### src/rtl/stage_4_mem_pkg.sv
// Shared opcodes, func_3 access codes, FSM encoding and sign-extension helper for the memory stage.
// Pure declarations: no latency, no flow control.
package stage_4_mem_pkg;

  localparam logic [6:0] OPC_STORE = 7'b0100011;

  localparam logic [2:0] F3_LB  = 3'd0;
  localparam logic [2:0] F3_LH  = 3'd1;
  localparam logic [2:0] F3_LW  = 3'd2;
  localparam logic [2:0] F3_LBU = 3'd4;
  localparam logic [2:0] F3_LHU = 3'd5;
  localparam logic [2:0] F3_SB  = 3'd0;
  localparam logic [2:0] F3_SH  = 3'd1;
  localparam logic [2:0] F3_SW  = 3'd2;

  typedef enum logic {
    IDLE = 1'b0,
    BUS  = 1'b1
  } state_t;

  function automatic logic [31:0] sign_extend(input logic [15:0] v, input logic is_half);
    return is_half ? {{16{v[15]}}, v} : {{24{v[7]}}, v[7:0]};
  endfunction

endpackage

### src/rtl/stage_4_mem_load_align.sv
// Selects the addressed byte/half of a read word and sign- or zero-extends it.
// Purely combinational, no latency, no flow control.
module stage_4_mem_load_align
  import stage_4_mem_pkg::*;
(
  input  logic [31:0] rdata,
  input  logic [1:0]  addr,
  input  logic [2:0]  func_3,
  output logic [31:0] result
);

  logic [31:0] shifted;

  assign shifted = rdata >> {addr, 3'b000};

  always_comb begin
    result = rdata;
    case (func_3)
      F3_LB:   result = sign_extend(shifted[15:0], 1'b0);
      F3_LBU:  result = {24'd0, shifted[7:0]};
      F3_LH:   result = sign_extend(shifted[15:0], 1'b1);
      F3_LHU:  result = {16'd0, shifted[15:0]};
      default: result = rdata;
    endcase
  end

endmodule

### src/rtl/stage_4_mem.sv
// RISC-V memory stage: req/ack data-memory access, load alignment, registered writeback.
// Non-mem ops 1 cycle; mem ops 1 + bus wait + 1; stall holds upstream while an access is pending.
module stage_4_mem
  import stage_4_mem_pkg::*;
#(
  parameter int TIMEOUT = 255
) (
  input  logic        clk,
  input  logic        rst_n,
  input  logic        i_valid,
  input  logic [31:0] i_alu_out,
  input  logic [31:0] i_rs_2,
  input  logic [4:0]  i_rd_num,
  input  logic [6:0]  i_opcode,
  input  logic [2:0]  i_func_3,
  input  logic        i_op_type,
  output logic        stall,
  output logic        dmem_req,
  output logic        dmem_we,
  output logic [31:0] dmem_addr,
  output logic [31:0] dmem_wdata,
  output logic [3:0]  dmem_be,
  input  logic        dmem_ack,
  input  logic [31:0] dmem_rdata,
  output logic        wb_valid,
  output logic [31:0] wb_data,
  output logic [4:0]  wb_rd_num,
  output logic        wb_we,
  output logic        misaligned,
  output logic        bus_err
);

  localparam int CW = (TIMEOUT > 1) ? $clog2(TIMEOUT) : 1;

  state_t        state, state_nxt;
  logic [CW-1:0] cnt;
  logic [1:0]    off_q;
  logic [2:0]    f3_q;
  logic [4:0]    rd_q;
  logic          is_store, legal, accept, ack_hit, timeout;
  logic [3:0]    be_nxt;
  logic [31:0]   wdata_nxt, load_res;

  // Unknown func_3 codes fall through as illegal and are reported like misalignment.
  always_comb begin
    is_store = (i_opcode == OPC_STORE);
    legal    = 1'b0;
    case (i_func_3)
      F3_LB:   legal = 1'b1;
      F3_LH:   legal = ~i_alu_out[0];
      F3_LW:   legal = (i_alu_out[1:0] == 2'b00);
      F3_LBU:  legal = ~is_store;
      F3_LHU:  legal = ~is_store & ~i_alu_out[0];
      default: legal = 1'b0;
    endcase
  end

  always_comb begin
    be_nxt    = 4'b1111;
    wdata_nxt = i_rs_2;
    case (i_func_3)
      F3_SB: begin
        be_nxt    = 4'b0001 << i_alu_out[1:0];
        wdata_nxt = {4{i_rs_2[7:0]}};
      end
      F3_SH: begin
        be_nxt    = 4'b0011 << i_alu_out[1:0];
        wdata_nxt = {2{i_rs_2[15:0]}};
      end
      default: begin
        be_nxt    = 4'b1111;
        wdata_nxt = i_rs_2;
      end
    endcase
  end

  assign accept  = (state == IDLE) & i_valid & i_op_type & legal;
  assign stall   = (state == BUS) | accept;
  assign ack_hit = (state == BUS) & dmem_ack;
  assign timeout = (state == BUS) & ~dmem_ack & (TIMEOUT != 0) & (cnt == CW'(TIMEOUT - 1));

  always_comb begin
    state_nxt = state;
    case (state)
      IDLE:    if (accept) state_nxt = BUS;
      BUS:     if (ack_hit | timeout) state_nxt = IDLE;
      default: state_nxt = IDLE;
    endcase
  end

  stage_4_mem_load_align u_load_align (
    .rdata  (dmem_rdata),
    .addr   (off_q),
    .func_3 (f3_q),
    .result (load_res)
  );

  always_ff @(posedge clk or negedge rst_n) begin
    if (!rst_n) begin
      state      <= IDLE;
      cnt        <= '0;
      off_q      <= '0;
      f3_q       <= '0;
      rd_q       <= '0;
      dmem_req   <= 1'b0;
      dmem_we    <= 1'b0;
      dmem_addr  <= '0;
      dmem_wdata <= '0;
      dmem_be    <= '0;
      wb_valid   <= 1'b0;
      wb_data    <= '0;
      wb_rd_num  <= '0;
      wb_we      <= 1'b0;
      misaligned <= 1'b0;
      bus_err    <= 1'b0;
    end else begin
      state      <= state_nxt;
      wb_valid   <= 1'b0;
      wb_we      <= 1'b0;
      misaligned <= 1'b0;
      bus_err    <= 1'b0;
      case (state)
        IDLE: begin
          cnt <= '0;
          if (i_valid & ~i_op_type) begin
            wb_valid  <= 1'b1;
            wb_data   <= i_alu_out;
            wb_rd_num <= i_rd_num;
            wb_we     <= (i_rd_num != 5'd0);
          end else if (accept) begin
            dmem_req   <= 1'b1;
            dmem_we    <= is_store;
            dmem_addr  <= {i_alu_out[31:2], 2'b00};
            dmem_wdata <= wdata_nxt;
            dmem_be    <= be_nxt;
            off_q      <= i_alu_out[1:0];
            f3_q       <= i_func_3;
            rd_q       <= i_rd_num;
          end else if (i_valid & i_op_type) begin
            misaligned <= 1'b1;
          end
        end
        BUS: begin
          if (ack_hit) begin
            dmem_req  <= 1'b0;
            dmem_we   <= 1'b0;
            wb_valid  <= 1'b1;
            wb_rd_num <= rd_q;
            if (!dmem_we) begin
              wb_we   <= (rd_q != 5'd0);
              wb_data <= load_res;
            end
          end else if (timeout) begin
            dmem_req <= 1'b0;
            dmem_we  <= 1'b0;
            bus_err  <= 1'b1;
          end else begin
            cnt <= cnt + CW'(1);
          end
        end
        default: ;
      endcase
    end
  end

endmodule

### config.mk
export PLATFORM = sky130hd
export DESIGN_NAME = stage_4_mem
export DESIGN_NICKNAME = d
export VERILOG_FILES = /design/src/rtl/stage_4_mem_pkg.sv /design/src/rtl/stage_4_mem_load_align.sv /design/src/rtl/stage_4_mem.sv
export SDC_FILE = /design/constraint.sdc
export NUM_CORES = 1
export LEC_CHECK = 0
export ABC_AREA = 1
export ABC_CLOCK_PERIOD_IN_PS = 4700
export BUFFER_PORTS_ARGS = -buffer_cell sky130_fd_sc_hd__clkbuf_2
export CORE_ASPECT_RATIO = 0.8
export CORE_MARGIN = 4
export CORE_UTILIZATION = 40
export CTS_CLUSTER_DIAMETER = 40
export DETAILED_ROUTE_END_ITERATION = 7
export PLACE_DENSITY = 0.67
export SYNTH_ARGS = -nofsm -noshare
export SYNTH_HDL_FRONTEND = slang
export SYNTH_SLANG_ARGS = --single-unit
### constraint.sdc
create_clock -name clk -period 4.7 [get_ports clk]
set_input_delay 0.235 -clock clk [delete_from_list [all_inputs] [get_ports clk]]
set_output_delay 0.235 -clock clk [all_outputs]
set_load 0.005 [all_outputs]
==> impl_results.md, run 1 <==
* Outcome: finished, final reports clean
* Synth Cell Area at 6380 µm²
* Worst Path Buf+Inv at 1
* Gr ovfl total at 0
* Crit-path slowest cell: inv_1
* Min Clock Period, post-route at 2.58 ns
* Least-Margin Pin Slew at 0.991 ns
* Share of total power in the clock network at 38.5%
* TritonCTS buffer count at 17
* Critical path depth at 5
* Largest net degree at the start of global routing at 84
* Layout cell share with drive strength beyond 1 at between 20% and 30%
* Clock Tree Buf Depth at 2
* Final setup viols at 0
* Peak supply drop at 0.000247 V
* Drt pass-1 iters at 5
* Number of routed nets with antenna violations at 0
* WL per Instance at 15.3 µm
* Synth top area share at between 50% and 60%
* Syn-to-layout area delta at 29.3%
* Mapped Cells at ~840
* Worst hold margin at 0.0389 ns
* Hold Path Cell Cnt at 3
* Path type of the worst min-delay path: in2reg
* DPL Wire Length at ~14000 µm
* Post-synthesis cell type count at 33
* WP data arrival at 2.94 ns
* Core Region at roughly 16000 µm²
* Setup crit end kind: flop
* Most frequent cells in the layout: nand2_1 (300), clkbuf_2 (224), dfrtp_1 (128)
* Worst slack, placed at ~2.1 ns
* Die Y at 121 µm
* Synth top area cells: dfrtp_1 (50%), nand2_1 (18%), o21ai_0 (8.5%)
* GRT Resource Usage Total at 21.9%
* Busiest grt layer: met2
* Internal at 0.00263 W
* Iter 0 DRT Violations at 347
* Sequential Power Share at 39.8%
* CP Data Required Time at ~5 ns
* # Max-Cap Violations at 0
* Final Instance Area at roughly 8300 µm²
* Syn avg cell area at around 7.6 µm²
* CP peak stage delay at 0.83 ns
* Die width at 149 µm
* Register area share after synthesis at between 50% and 60%
* Type of origin of the critical path: flop
* WL final at roughly 20000 µm
* Detailed-route vias per instance at approximately 4.9
* Final TNS setup at 0 ns
* Vias in the first global route at 5818
* CTS tree: built
* Met3 Usage GRT at 5.64%
* GP Congestion at around 0.83
* R2R cell count at 5
* Antenna cells at 0
* Synth Warn # at 0
* Clk sinks at 128
* Worst Skew at 0.00907 ns
* Yosys top cell by area: dfrtp_1
* Commonest non-fill, non-tap cell in the layout: nand2_1
* Gate power share at 21.7%
* Post-CTS Resized at 0
* Fillers at 1602
* Routed vias at about 6200
* CP Cell Sequence: nor3_1, nand2_4, inv_1, nand2_1, nand2_1
* Hold Vio Cnt, Final at 0
* Root buffer cell: clkbuf_16
* Final Max Tran Viols at 0
* CP Class: reg2reg
* Critical path's top delay family: simple AND/OR/NAND/NOR gates
* LEAKAGE at 4.55 nW
* Initial antenna violation count at 0
* Most used cell, CP: nand2_1
* NetSw at 0.00115 W
* Die area at 18100 µm²
* Global-route wire length before repair at 31000 µm
* Worst-skew pair later-pin latency at 0.43 ns
* Clock transition at the registers of the reported paths at roughly 0.06 ns
* Relative slew slack at ~34%
* Post-route DRC at 0
* Deepest level of the CTS H-tree at 4
* Power per cell area at 458 nW/µm²
* IO Port Bufs at 225
* Synth Register Bits at 128
* Net Sw Frac at a little under a third
* Site Rows at 41
* Fmax at 387 MHz
* Setup WS post-layout at about 2.1 ns
* RSZ-0062 raised after global routing: false
* Final clock period utilization by the worst path at 55.0%
* CP max FO at 45
* Post-DP Area at around 7600 µm²
* GRT met2 Usage at between 30% and 40%
* Num ports at 228
* GRT met1 Usage at between 30% and 40%
* Initial core utilization at 40.7%
* Nets at roughly 1200
## state kept, by name, summed over array words and instances (netlist names), 2 cells and up
| register | cells |
|---|---|
| dmem_wdata | 32 |
| wb_data | 32 |
| dmem_addr | 30 |
| cnt | 8 |
| rd_q | 5 |
| wb_rd_num | 5 |
| dmem_be | 4 |
| f3_q | 3 |
| off_q | 2 |
## final cells by class
type	instances	area, µm²	share of cell area (%)
clock buffers	21	480	5.82
clock inverters	11	176	2.14
inverters	80	300	3.64
multi-input cells	592	2650	32.1
flip-flops and latches	128	3200	38.8
well taps	215	269	3.26
repair buffers	230	1170	14.2
## what timing repair did
action | in CTS | in global routing
hold endpoints to repair | 69 | 0
hold buffers | 1 | 0
setup buffers | 0 | 0
## kinds of logic after synthesis
| group | share of synthesized area, % |
|---|---|
| simple gates | 23.2 |
| compound gates | 17.2 |
| flops | 50.2 |
| buf+inv | 8.45 |
| xor+xnor | 0.549 |
| fa+ha+maj | 0.392 |
| other cells | 0.0587 |
## through the flow
stage / total power (W) / utilization, % / cells
floorplan: 0.00192 / - / 845
detailed placement: 0.00235 / 48.3 / 1244
CTS: 0.00381 / 52.6 / 1277
global placement: 0.00233 / 48.3 / 1244
finish: 0.00378 / 52.6 / 1277
global route: 0.00401 / 52.6 / 1277
## cells in the mapped netlist
cell,count
a21oi_1,59
nor4_1,1
o22ai_1,4
xor2_1,3
nand4_1,2
a21oi_2,4
buf_4,8
nand2_2,5
o211ai_1,9
nand2_1,300
conb_1,1
o21ai_2,1
o21ai_0,108
buf_6,3
a21boi_0,1
and3_1,1
dfrtp_1,128
or2_1,1
inv_1,75
nand3_1,16
buf_2,14
ha_1,2
clkbuf_1,18
o31ai_1,6
a31oi_1,6
nor3_1,5
o21ai_1,7
xnor2_1,1
nor3b_1,1
buf_1,2
inv_2,5
nor2_2,1
nor2_1,46
## worst paths after layout
kind                                start             end  slack (ns)
max reg2reg                         state  dmem_wdata[20]        2.12
min in group asynchronous           rst_n   dmem_addr[10]        0.37
max in group asynchronous           rst_n      wb_data[7]        3.13
max                                 state  dmem_wdata[20]        2.12
min reg2reg                dmem_wdata[11]  dmem_wdata[11]        0.48
min                          i_alu_out[3]    dmem_addr[3]        0.04
## per-layer routing
| metal | vias up | wire length, µm |
|---|---|---|
| met1 | 2842 | 9190 |
| li1 | 3111 | - |
| met3 | 21 | 1430 |
| met5 | - | 0 |
| met2 | 251 | 8670 |
| met4 | 0 | 255 |
## power groups by stage
stage               registers, W  clock network (W)  logic (W)
floorplan                0.00149                  0   0.000434
global placement         0.00152                  0   0.000815
detailed placement       0.00152                  0   0.000832
CTS                      0.00150            0.00147   0.000834
global route             0.00154            0.00153   0.000940
finish                   0.00150            0.00145   0.000822
## worst min-delay path: cells and delay by family
kind	cells	cell delay [ns]
simple gates	2	0.10
buf+inv	1	0.09
No activity file was read; power rests on OpenSTA's default activity.
==> run 2, diff against run 1 <==
ABC_AREA = 0   (was 1)
ABC_CLOCK_PERIOD_IN_PS = 2500   (was 4700)
clock period = 2.5 ns   (was 4.7 ns; I/O delays follow)
==> run 2 against run 1 <==
Net effect: flip-flop and latch count unchanged; global-route usage down 0.27 points; clock skew down 0.0014 ns; power up 100%; setup slack worse by 1.9 ns; sequential power up 91%; clock-buffer cell count down 3; non-clock buffer count up 67; sequential share of layout area down 2.5 points; critical path type unchanged; largest cell class unchanged; highest routed layer is now met5.
==> impl_results.md, run 2 <==
* Final TNS setup at 0 ns (unchanged)
* Die width at 148 µm (was 149 µm)
* Iter 0 DRT Violations at 346 (was 347)
* GP Congestion at 0.852 (was 0.827)
* WL final at 19000 µm (was 19500 µm)
* Post-CTS Setup Repair Bufs at 0 (unchanged)
* Final Instance Area at 8820 µm² (was 8250 µm²)
* Mapped Cells at 591 (was 844)
* # Max-Cap Violations at 0 (unchanged)
* Storage element area at 3200 µm² (unchanged)
* IO Port Bufs at 225 (unchanged)
* Synth top area share at 51.3% (was 50.2%)
* WP data arrival at 2.52 ns (was 2.94 ns)
* Post-CTS Resized at 0 (unchanged)
* WL per Instance at 17.5 µm (was 15.3 µm)
* Yosys top cell by area: dfrtp_1 (unchanged)
* Clock transition at the registers of the reported paths at 0.06 ns (about the same)
* Hold Path Cell Cnt at 3 (unchanged)
* Num ports at 228 (unchanged)
* Most frequent cells in the layout: clkbuf_2 (224), dfrtp_1 (128), mux2_2 (67) (was nand2_1 (300), clkbuf_2 (224), dfrtp_1 (128))
* Highest metal used: met5 (was met4)
* Min Clock Period, post-route at 2.25 ns (was 2.58 ns)
* CP Data Required Time at 2.77 ns (was 5.06 ns)
* Initial core utilization at 41.2% (was 40.7%)
* Post-DP Area at 7600 µm² (was 7580 µm²)
* Vias in the first global route at 5607 (was 5818)
* Setup crit end kind: flop (unchanged)
* Routed vias at 5525 (was 6225)
* Drt pass-1 iters at 4 (was 5)
* Final setup viols at 0 (unchanged)
* Detailed-route vias per instance at 5.08 (was 4.87)
* Fmax at 445 MHz (was 387 MHz)
* Worst-skew pair later-pin latency at 0.42 ns (was 0.43 ns)
* CTS tree: built (unchanged)
* Clk sinks at 128 (unchanged)
* Async set-reset flop share out of synthesis at 100% (unchanged)
* Final Util at 58.2% (was 52.6%)
* Detail Route met3 WL at 1420 µm (was 1430 µm)
* TritonCTS buffer count at 17 (unchanged)
* Worst Skew at 0.00765 ns (was 0.00907 ns)
* Multi-input logic area at 2760 µm² (was 2650 µm²)
* Synth Warn # at 0 (unchanged)
* Register area share after synthesis at 51.3% (was 50.2%)
* Post-synthesis cell type count at 48 (was 33)
* Count leader, synth: dfrtp_1 (was nand2_1)
* Largest registers: dmem_wdata (32), wb_data (32), dmem_addr (30) (unchanged)
* Least-Margin Pin Slew at 0.634 ns (was 0.991 ns)
* Die area at 17700 µm² (was 18100 µm²)
* Outcome: finished, final reports clean (unchanged)
* Fillers at 1330 (was 1602)
* Die Y at 120 µm (was 121 µm)
* Deepest level of the CTS H-tree at 4 (unchanged)
* Post-synth EDFFs at 0 (unchanged)
* Top FF cell, synth: dfrtp_1 (unchanged)
* Antenna cells at 0 (unchanged)
* Syn-to-layout area delta at 41.2% (was 29.3%)
* Final clock period utilization by the worst path at 90.0% (was 55.0%)
* Worst Path Buf+Inv at 1 (unchanged)
* HP Start: dmem_rdata[23] (was i_alu_out[3])
* Crit-path slowest cell: a21boi_4 (was inv_1)
* R2R cell count at 5 (unchanged)
* CP max FO at 38 (was 45)
* Setup WS post-layout at 0.251 ns (was 2.12 ns)
* Length of routed met2 wiring at 8540 µm (was 8670 µm)
* Origin of the worst setup path: state (unchanged)
* Core Region at 15200 µm² (was 15700 µm²)
* Met1 wire length at 8470 µm (was 9190 µm)
* LEAKAGE at 4.11 nW (was 4.55 nW)
* Critical path depth at 5 (unchanged)
* Critical path's top delay family: compound AO/OA/AOI/OAI gates (was simple AND/OR/NAND/NOR gates)
* Global-route wire length before repair at 30100 µm (was 31000 µm)
* Type of origin of the critical path: flop (unchanged)
* R2r startpoint: state (unchanged)
* Peak supply drop at 0.000470 V (was 0.000247 V)
* CP Cell Sequence: buf_4, nand3b_1, a21oi_4, a21boi_4, a211oi_1 (was nor3_1, nand2_4, inv_1, nand2_1, nand2_1)
* Worst slack, placed at 0.311 ns (was 2.11 ns)
* Gr ovfl total at 0 (unchanged)
* Nets at 983 (was 1167)
* Post-route DRC at 0 (unchanged)
* GRT Resource Usage Total at 21.7% (was 21.9%)
* Relative slew slack at 57.6% (was 33.8%)
* Number of routed nets with antenna violations at 0 (unchanged)
* Commonest non-fill, non-tap cell in the layout: clkbuf_2 (was nand2_1)
* Syn avg cell area at 10.6 µm² (was 7.56 µm²)
* Synth top area cells: dfrtp_1 (51%), mux2_2 (12%), mux2i_1 (6.2%) (was dfrtp_1 (50%), nand2_1 (18%), o21ai_0 (8.5%))
* DPL Wire Length at 13300 µm (was 14100 µm)
* Final Max Tran Viols at 0 (unchanged)
* Root buffer cell: clkbuf_16 (unchanged)
* Path type of the worst min-delay path: in2reg (unchanged)
* Layout cell share with drive strength beyond 1 at 39.7% (was 26.1%)
* Clock Tree Buf Depth at 2 (unchanged)
* Largest net degree at the start of global routing at 53 (was 84)
* Commonest cells post-synth: dfrtp_1 (128), mux2_2 (67), nor2_1 (61) (was nand2_1 (300), dfrtp_1 (128), o21ai_0 (108))
* Synth Cell Area at 6250 µm² (was 6380 µm²)
* CP Class: reg2reg (unchanged)
* Power per cell area at 858 nW/µm² (was 458 nW/µm²)
* CP peak stage delay at 0.51 ns (was 0.83 ns)
* Hold Vio Cnt, Final at 0 (unchanged)
* RSZ-0062 raised after global routing: false (unchanged)
* Post-cts hold buffer count at 56 (was 1)
* Synth Register Bits at 128 (unchanged)
* Initial antenna violation count at 1 (was 0)
* Site Rows at 40 (was 41)
-- run 2: cell types whose count changed in the layout (fill, tap and decap cells not counted), sizes merged, moves of 12 or more --
cell,change
a21oi,-46
buf,+12
mux2,+67
dlygate4sd3,+55
inv,-54
mux2i,+39
a211oi,+28
nand3,-12
o21ai,-78
nor2,+14
nand2,-265
nor3,+23
-- run 2: metal layers --
layer,up-vias,track usage [%]
li1,2651,-
met1,2630,28.9
met2,195,32.9
met3,47,6.57
met4,2,8.96
met5,-,0
-- run 2: cell families (layout without fill, tap and decap cells) --
| logic type | Yosys count | count (layout) | synth area share (%) |
|---|---|---|---|
| AND/OR/NAND/NOR | 164 | 164 | 12.4 |
| adder cells (fa/ha/maj) | 2 | 2 | 0.400 |
| buffers and inverters | 71 | 357 | 4.78 |
| XOR/XNOR | 3 | 3 | 0.420 |
| AO/OA/AOI/OAI | 115 | 115 | 12.0 |
| multiplexers | 107 | 107 | 18.7 |
| flip-flops | 128 | 128 | 51.3 |
| other | 1 | 2 | 0.0600 |
-- run 2: through the flow --
stage	hold slack, ns	total power, W	instances
2_1_floorplan	-0.171	0.00380	592
3_3_place_gp	0.118	0.00468	1000
3_5_place_dp	0.112	0.00471	1000
4_1_cts	0.00595	0.00762	1088
5_1_grt	0.0207	0.00799	1088
6_report	0.0189	0.00757	1088
-- run 2: worst paths after layout --
path | slack, ns | endpoint
min | 0.02 | wb_data[23]
max reg2reg | 0.25 | wb_data[18]
max | 0.25 | wb_data[18]
max in group asynchronous | 1.48 | dmem_wdata[3]
min reg2reg | 0.51 | dmem_addr[13]
min in group asynchronous | 0.24 | dmem_addr[4]
-- run 2: layout make-up --
cell class | instances | area share [%]
sequential | 128 | 36.3
multi-input combinational | 393 | 31.3
timing repair buffer | 297 | 20.7
clock buffer | 18 | 4.86
tap | 210 | 2.98
clock inverter | 14 | 2.71
inverter | 28 | 1.19
-- run 2: worst register-to-register path, delay by kind of cell, from the launching register on --
| kind | cells | cell delay, ns |
|---|---|---|
| DFF | 1 | 0.34 |
| and+or+nand+nor | 1 | 0.34 |
| buffers and inverters | 1 | 0.40 |
| AOI/OAI and AO/OA | 3 | 1.03 |
-- run 2: power by group --
| part | switching (W) | total (W) | internal [W] |
|---|---|---|---|
| sequential | 0.000292 | 0.00286 | 0.00257 |
| combinational | 0.000950 | 0.00189 | 0.000939 |
| clock | 0.000947 | 0.00282 | 0.00187 |
| total | 0.00219 | 0.00757 | 0.00538 |
